**src/rtl/sspi_pkg.sv**
```systemverilog
// Shared types and defaults for the Wishbone-to-reg-bus bridge.
// Holds the FSM state encoding, the timeout default and the counter width.
package sspi_pkg;

  typedef enum logic [1:0] {
    ST_IDLE = 2'd0,
    ST_WAIT = 2'd1,
    ST_RESP = 2'd2
  } state_e;

  localparam int unsigned TIMEOUT_CYC_DEF = 255;
  localparam int unsigned CNT_W           = 10;

endpackage

```
**src/rtl/sspi_bridge_tmo.sv**
```systemverilog
// Timeout counter for the WAIT state: clears on entry, counts idle WAIT cycles,
// and flags terminal count once TERM-1 cycles have elapsed without an ack.
module sspi_bridge_tmo
  import sspi_pkg::*;
#(
  parameter int unsigned TERM = TIMEOUT_CYC_DEF
) (
  input  logic clk,
  input  logic rst_n,
  input  logic clr,
  input  logic en,
  output logic tc
);

  logic [CNT_W-1:0] cnt_q, cnt_d;

  always_comb begin
    cnt_d = cnt_q;
    if (clr) begin
      cnt_d = '0;
    end else if (en) begin
      cnt_d = cnt_q + CNT_W'(1);
    end
  end

  always_ff @(posedge clk) begin
    if (!rst_n) begin
      cnt_q <= '0;
    end else begin
      cnt_q <= cnt_d;
    end
  end

  assign tc = (cnt_q == CNT_W'(TERM - 1));

endmodule

```
**src/rtl/sspi_reg_bridge.sv**
```systemverilog
// Wishbone slave to simple reg-bus master bridge with a per-access timeout.
// Every output is a flop, so no wbs_* input reaches a reg_slv_* output combinationally.
module sspi_reg_bridge
  import sspi_pkg::*;
#(
  parameter int unsigned TIMEOUT_CYC = TIMEOUT_CYC_DEF
) (
  input  logic        app_clk,
  input  logic        reset_n,
  input  logic        wbs_cyc_i,
  input  logic        wbs_stb_i,
  input  logic        wbs_we_i,
  input  logic [10:0] wbs_adr_i,
  input  logic [31:0] wbs_dat_i,
  input  logic [3:0]  wbs_sel_i,
  output logic [31:0] wbs_dat_o,
  output logic        wbs_ack_o,
  output logic        wbs_err_o,
  output logic        reg_slv_cs,
  output logic        reg_slv_wr,
  output logic [8:0]  reg_slv_addr,
  output logic [31:0] reg_slv_wdata,
  output logic [3:0]  reg_slv_be,
  input  logic [31:0] reg_slv_rdata,
  input  logic        reg_slv_ack,
  output logic        timeout_evt,
  output logic [1:0]  dbg_state
);

  // Handshake: a request is taken when cyc&stb are both high in IDLE; the reg
  // slave completes it with a single-cycle ack while cs is high; the response
  // (ack or err) is a single-cycle pulse, suppressed if cyc dropped during WAIT.

  state_e      state_q, state_d;
  logic        cs_q, cs_d, wr_q, wr_d;
  logic [8:0]  addr_q, addr_d;
  logic [31:0] wdata_q, wdata_d, dat_q, dat_d;
  logic [3:0]  be_q, be_d;
  logic        ack_q, ack_d, err_q, err_d, tmo_q, tmo_d;
  logic        lost_q, lost_d;
  logic        cnt_clr, cnt_en, cnt_tc, abort;
  logic        unused_adr_lsb;

  assign unused_adr_lsb = ^wbs_adr_i[1:0];
  assign abort          = lost_q | ~wbs_cyc_i;

  sspi_bridge_tmo #(.TERM(TIMEOUT_CYC)) u_tmo (
    .clk   (app_clk),
    .rst_n (reset_n),
    .clr   (cnt_clr),
    .en    (cnt_en),
    .tc    (cnt_tc)
  );

  always_comb begin
    state_d = state_q;
    cs_d    = cs_q;
    wr_d    = wr_q;
    addr_d  = addr_q;
    wdata_d = wdata_q;
    be_d    = be_q;
    dat_d   = dat_q;
    lost_d  = lost_q;
    ack_d   = 1'b0;
    err_d   = 1'b0;
    tmo_d   = 1'b0;
    cnt_clr = 1'b0;
    cnt_en  = 1'b0;
    unique case (state_q)
      ST_IDLE: begin
        if (wbs_cyc_i && wbs_stb_i) begin
          state_d = ST_WAIT;
          cs_d    = 1'b1;
          wr_d    = wbs_we_i;
          addr_d  = wbs_adr_i[10:2];
          wdata_d = wbs_dat_i;
          be_d    = wbs_sel_i;
          lost_d  = 1'b0;
          cnt_clr = 1'b1;
        end
      end
      ST_WAIT: begin
        if (!wbs_cyc_i) lost_d = 1'b1;
        // Ack beats a timeout landing in the same cycle.
        if (reg_slv_ack) begin
          state_d = ST_RESP;
          cs_d    = 1'b0;
          dat_d   = wr_q ? 32'h0 : reg_slv_rdata;
          ack_d   = ~abort;
        end else if (cnt_tc) begin
          state_d = ST_RESP;
          cs_d    = 1'b0;
          dat_d   = 32'h0;
          err_d   = ~abort;
          tmo_d   = 1'b1;
        end else begin
          cnt_en = 1'b1;
        end
      end
      ST_RESP: state_d = ST_IDLE;
      default: state_d = ST_IDLE;
    endcase
  end

  always_ff @(posedge app_clk) begin
    if (!reset_n) begin
      state_q <= ST_IDLE;
      cs_q    <= 1'b0;
      wr_q    <= 1'b0;
      addr_q  <= '0;
      wdata_q <= '0;
      be_q    <= '0;
      dat_q   <= '0;
      lost_q  <= 1'b0;
      ack_q   <= 1'b0;
      err_q   <= 1'b0;
      tmo_q   <= 1'b0;
    end else begin
      state_q <= state_d;
      cs_q    <= cs_d;
      wr_q    <= wr_d;
      addr_q  <= addr_d;
      wdata_q <= wdata_d;
      be_q    <= be_d;
      dat_q   <= dat_d;
      lost_q  <= lost_d;
      ack_q   <= ack_d;
      err_q   <= err_d;
      tmo_q   <= tmo_d;
    end
  end

  assign wbs_dat_o     = dat_q;
  assign wbs_ack_o     = ack_q;
  assign wbs_err_o     = err_q;
  assign reg_slv_cs    = cs_q;
  assign reg_slv_wr    = wr_q;
  assign reg_slv_addr  = addr_q;
  assign reg_slv_wdata = wdata_q;
  assign reg_slv_be    = be_q;
  assign timeout_evt   = tmo_q;
  assign dbg_state     = state_q;

endmodule

```
**config.mk**
```make
export PLATFORM = sky130hd
export DESIGN_NAME = sspi_reg_bridge
export DESIGN_NICKNAME = d
export VERILOG_FILES = /design/src/rtl/sspi_pkg.sv /design/src/rtl/sspi_bridge_tmo.sv /design/src/rtl/sspi_reg_bridge.sv
export SDC_FILE = /design/constraint.sdc
export NUM_CORES = 1
export LEC_CHECK = 0
export BUFFER_PORTS_ARGS = -buffer_cell sky130_fd_sc_hd__buf_2
export CORE_MARGIN = 3
export CORE_UTILIZATION = 35
export DETAILED_ROUTE_END_ITERATION = 8
export SYNTH_ARGS = -nofsm -noshare
export SYNTH_HDL_FRONTEND = slang
export SYNTH_SLANG_ARGS = --single-unit
export TNS_END_PERCENT = 100
```
**constraint.sdc**
```tcl
create_clock -name app_clk -period 1.9 [get_ports app_clk]
set_clock_uncertainty 0.15 [all_clocks]
set_input_delay 0.095 -clock app_clk [delete_from_list [all_inputs] [get_ports app_clk]]
set_output_delay 0.095 -clock app_clk [all_outputs]
set_load 0.005 [all_outputs]
```
Yosys cells after proc, flatten, opt, wreduce, memory -nomap -nowiden
Index checks and enable logic that the tools add are counted.

storage, ports and cells
  flip-flop bits (word level) = 95
  bits in latches = 0
  bits in writable memories = 0
  bits in read-only memories = 0
  input bits = 85
  output and inout port bits = 84
  logic and storage cells = 57
  memories kept = 0

cells by class
  add/sub/neg operators = 1
  multipliers = 0
  div/mod/pow operators = 0
  order comparisons = 0
  equality and inequality tests = 5
  shifts and indexed selects = 0
  mux-type cells = 20
  bitwise operators = 6
  reduce and logical (&&, ||, !) cells = 13

operators with widths
  operator                                         number
  two-way mux 32 bit                               3
  two-way mux 1 bit                                11
  adder 10 x 1 -> 10 bit (second input constant)   1
  == test 10 x 8 -> 1 bit (second input constant)  1
  AND reduction 3 bit                              3
  two-way mux 2 bit                                3
  AND reduction 2 bit                              3
  NOT 1 bit                                        5
  inequality test 2 bit (second input constant)    2
  case mux 1 bit (2 select lines)                  2
  case mux 2 bit (2 select lines)                  1
  nonzero test 2 bit                               2
  OR reduction 4 bit                               1
  inequality test 3 bit (second input constant)    1
  OR reduction 3 bit                               1
  == test 2 x 1 -> 1 bit (second input constant)   1
  logical NOT 2 bit                                1
  OR reduction 2 bit                               1
  logical AND 1 bit                                1
  OR 1 bit                                         1

Depth between registers and ports, before layout
  depth after elaboration = 4
  gate-level depth with buffers = 6
  depth with buffers taken out = 6

By module
Synthesis repeated with hierarchy kept, for this count alone.

second synthesis, totals
  cells, all modules = 435
  area, all modules = 3697.3 sq um

modules (own cells, without submodules)
  module           times used  cells each  area each (sq um)  sequential area each (sq um)
  sspi_reg_bridge  1           380         3221.8             1701.6
  sspi_bridge_tmo  1           55          475.5              200.2

Worst setup path after synthesis
No wires, ideal clock.

  path type = register to register
  from = register u_tmo.cnt_q[0]
  to = register u_tmo.cnt_q[6]
  library setup time = 0.072 ns
  data arrival time = 1.494 ns
  data required time = 1.678 ns
  setup slack = 0.184 ns
  cell stages (with the launch flop) = 7
  buffers on the path = 1
  clock period less this slack = 1.716 ns
  cell sequence = dfxtp_1 inv_1 ha_1 and3_4 buf_6 or4_1 a21oi_1

between the ends
  word-level cells in the longest chain between the ends = 4
  elaborated cells between the ends (all ways) = 5
  those cells by class = 1 x add/sub; 1 x eq/ne; 3 x mux

ends and longest elaborated chain
  item                                                                            RTL line               text
  from (decl)                                                                     sspi_bridge_tmo.sv:15  logic [CNT_W-1:0] cnt_q, cnt_d;
  from (signal assigned)                                                          sspi_bridge_tmo.sv:30  cnt_q <= cnt_d;
  parallel branches: the longest is 4 deep, another holds adder 10 x 1 -> 10 bit  n/a

Parallel ways; which one is timed is not known.
A chain may end at the register's enable or synchronous reset.

Final worst setup path
  from = register u_tmo.cnt_q[0]
  to = register u_tmo.cnt_q[8]

Same word-level chain as after synthesis.

==> results.cfg <==
[grt]
grt_pass1_vias = 3513
grt_use_total_pct = 18.7
antenna_found_initial = 0
grt-ovfl-total = 0
grt_max_degree = 49
grt_pass1_wl_mm = 16.9

[sta]
final.setup.tns_ns = 0
finalMaxSlewViolations = 0
fin_crit_sh_pct = 93.9
worst_pin_slew_ns = 0.513
whs_ns = 0.0454
rsz0062_at_grt = no
setup_viol = 0
min_period_ns = 1.78
clock.fmax_mhz = 560
hold_viol = 0
slew_headroom_pct = 65.8

[synthesis]
synth_top_family_by_area = compound AO/OA/AOI/OAI gates
syn-cell-area_um2 = 3330
yosys_warnings = 0
synth.distinct_cells = 34
synth_top_cell_by_area = dfxtp_1
yosys.area_share.adder_pct = 0.752
synth_top_cell_area_share_pct = 57.1
synth.net_count = 448
syn_avg_cell_area_um2 = 9.22
synth_cells = 361
synthXorXnorAreaFrac_pct = 0.526
synth-edff-count = 0
synthMuxAreaShare_pct = 0
synth.area.top_cells = dfxtp_1 (57%), nand2_1 (11%), a22o_1 (8.4%)
async_reset_ff_share_pct = 0
ys.flop_type = dfxtp_1
ys_seq_area_share_pct = 57.1
synth_compound_gate_area_share_pct = 19.3
post_synth_and_or_nand_nor_area_fraction_pct = 18.5
synth-seq-cells = 95

[clock_tree]
clk_path_buf_depth = 2
clockRootBuffer = clkbuf_8
htreeDepth = 3
worst_skew_pair.late_latency_ns = 0.34
clkTransAtPathRegs_ns = 0.09
cts_tree = built
cts.sinks = 95
cts_buffers = 9

[route]
vias_per_cell = 4.77
drt-initial-drc-count = 166
ant_nets = 0
wl_per_cell_um = 14.2
drc_errors = 0
totalWireLength_mm = 10.5
dr.pass1.iters = 4
vias = 3520

[setup_path]
setup.worst_path.class = flip-flop to flip-flop
critical_path.top_delay_family = simple AND/OR/NAND/NOR gates
endpoint_kind = flip-flop
cp_slowest_cell = or4_1
critPathBufInv = 0
crit_required_ns = 2.03
crit_fanout = 6
startpoint_type = flip-flop
critical_path.cell_chain = ha_1, nand4bb_1, or2_2, or4_1, a21oi_1
arrival_ns = 1.91
slowest_delay_ns = 0.41

[finish]
final_cell_mix = buf_2 (166), nand2_1 (96), dfxtp_1 (93), dlygate4sd3_1 (80), a21oi_1 (53)
drive_gt1_share_pct = 33.2
final_common_cell = buf_2
area_growth_pct = 61.4
nNetsFinal = 693
finalCoreUtilization_pct = 59.9

[die]
io_pins = 169
die_area_um2 = 10700
die_height_um = 104
initial_core_util_pct = 37.1
core-area_um2 = 8980
die_w_um = 104
fp-row-count = 34

[placement]
place_congestion = 0.750
port_buffers = 166
hpwl_mm = 6.13

[min_path]
hold_class = primary input to flip-flop

[pwr]
ir_drop_mv = 0.329
p_per_area_nw_per_um2 = 710
p_leak_nw = 2.43

[run]
cap_violations = 0

[outcome]
status = finished, final reports clean
cells by family (layout without fill, tap and decap cells):
| family | after synthesis | count (layout) |
|---|---|---|
| XOR/XNOR | 2 | 2 |
| AO/OA/AOI/OAI | 99 | 99 |
| AND/OR/NAND/NOR | 135 | 135 |
| other | 0 | 1 |
| buffers and inverters | 28 | 278 |
| flip-flops | 95 | 95 |
| adder cells (fa/ha/maj) | 2 | 2 |
layer usage:
metal	up-vias	wire, um	global-route usage [%]
met3	16	769	5.85
met4	0	174	7.69
met5	-	0	0
met1	1629	4600	22.5
li1	1736	-	-
met2	139	4900	31.0
synth_stat cells (all sizes together) (3+ instances only):
cell type,count
nor3,5
inv,5
or3,4
nand2,96
buf,10
nor2,9
o21ai,3
clkbuf,13
a21oi,53
a31oi,4
nand2b,3
dfxtp,95
or4,4
a22o,32
sequential cells by signal, summed over array words and instances, names as in the netlist, 2 cells and up:
register and flops:
reg_slv_wdata 32, reg_slv_addr 9, dbg_state 2, wbs_dat_o 32, reg_slv_be 4, u_tmo.cnt_q 10
worst reg2reg max path, delay by kind of cell (launching register included):
kind            cells  cell delay (ns)
flops               1             0.40
fa+ha+maj           1             0.17
compound gates      1             0.15
simple gates        3             0.86
what timing repair did:
action	in CTS	in global routing
resized for setup	0	3
endpoints found under the hold margin	83	0
setup buffers	0	1
endpoints found under the setup margin	0	12
hold buffers	80	0
stage by stage:
stage,cells,cell area [um2],power (W),worst slack (ns)
after floorplan,361,3330,0.00230,0.184
after global placement,638,4330,0.00251,0.152
after detailed placement,638,4330,0.00251,0.121
after CTS,734,5310,0.00386,0.0835
after global routing,737,5370,0.00399,0.00814
final,738,5370,0.00381,0.115
report_power, final:
group | total [W] | internal, W | switching [W]
sequential | 0.00210 | 0.00206 | 0.0000370
combinational | 0.000513 | 0.000293 | 0.000220
clock | 0.00120 | 0.000511 | 0.000694
layout make-up:
cell class	count	area [um2]
diodes	1	2.50
clock buffers	11	141
clock inverters	5	33.8
fillers	747	3600
inverters	5	18.8
multi-input cells	238	1320
flip-flops and latches	95	1900
well taps	126	158
repair buffers	257	1800
final timing paths:
kind / end / cells past startpoint / slack (ns) / start
hold / removal: dbg_state[1] / 4 / 0.05 / reset_n
setup reg to reg: u_tmo.cnt_q[8] / 5 / 0.12 / u_tmo.cnt_q[0]
hold reg to reg: reg_slv_wdata[11] / 2 / 0.30 / reg_slv_wdata[11]
setup / recovery: u_tmo.cnt_q[8] / 5 / 0.12 / u_tmo.cnt_q[0]
Note: power is estimated with default switching activity, not from simulation.
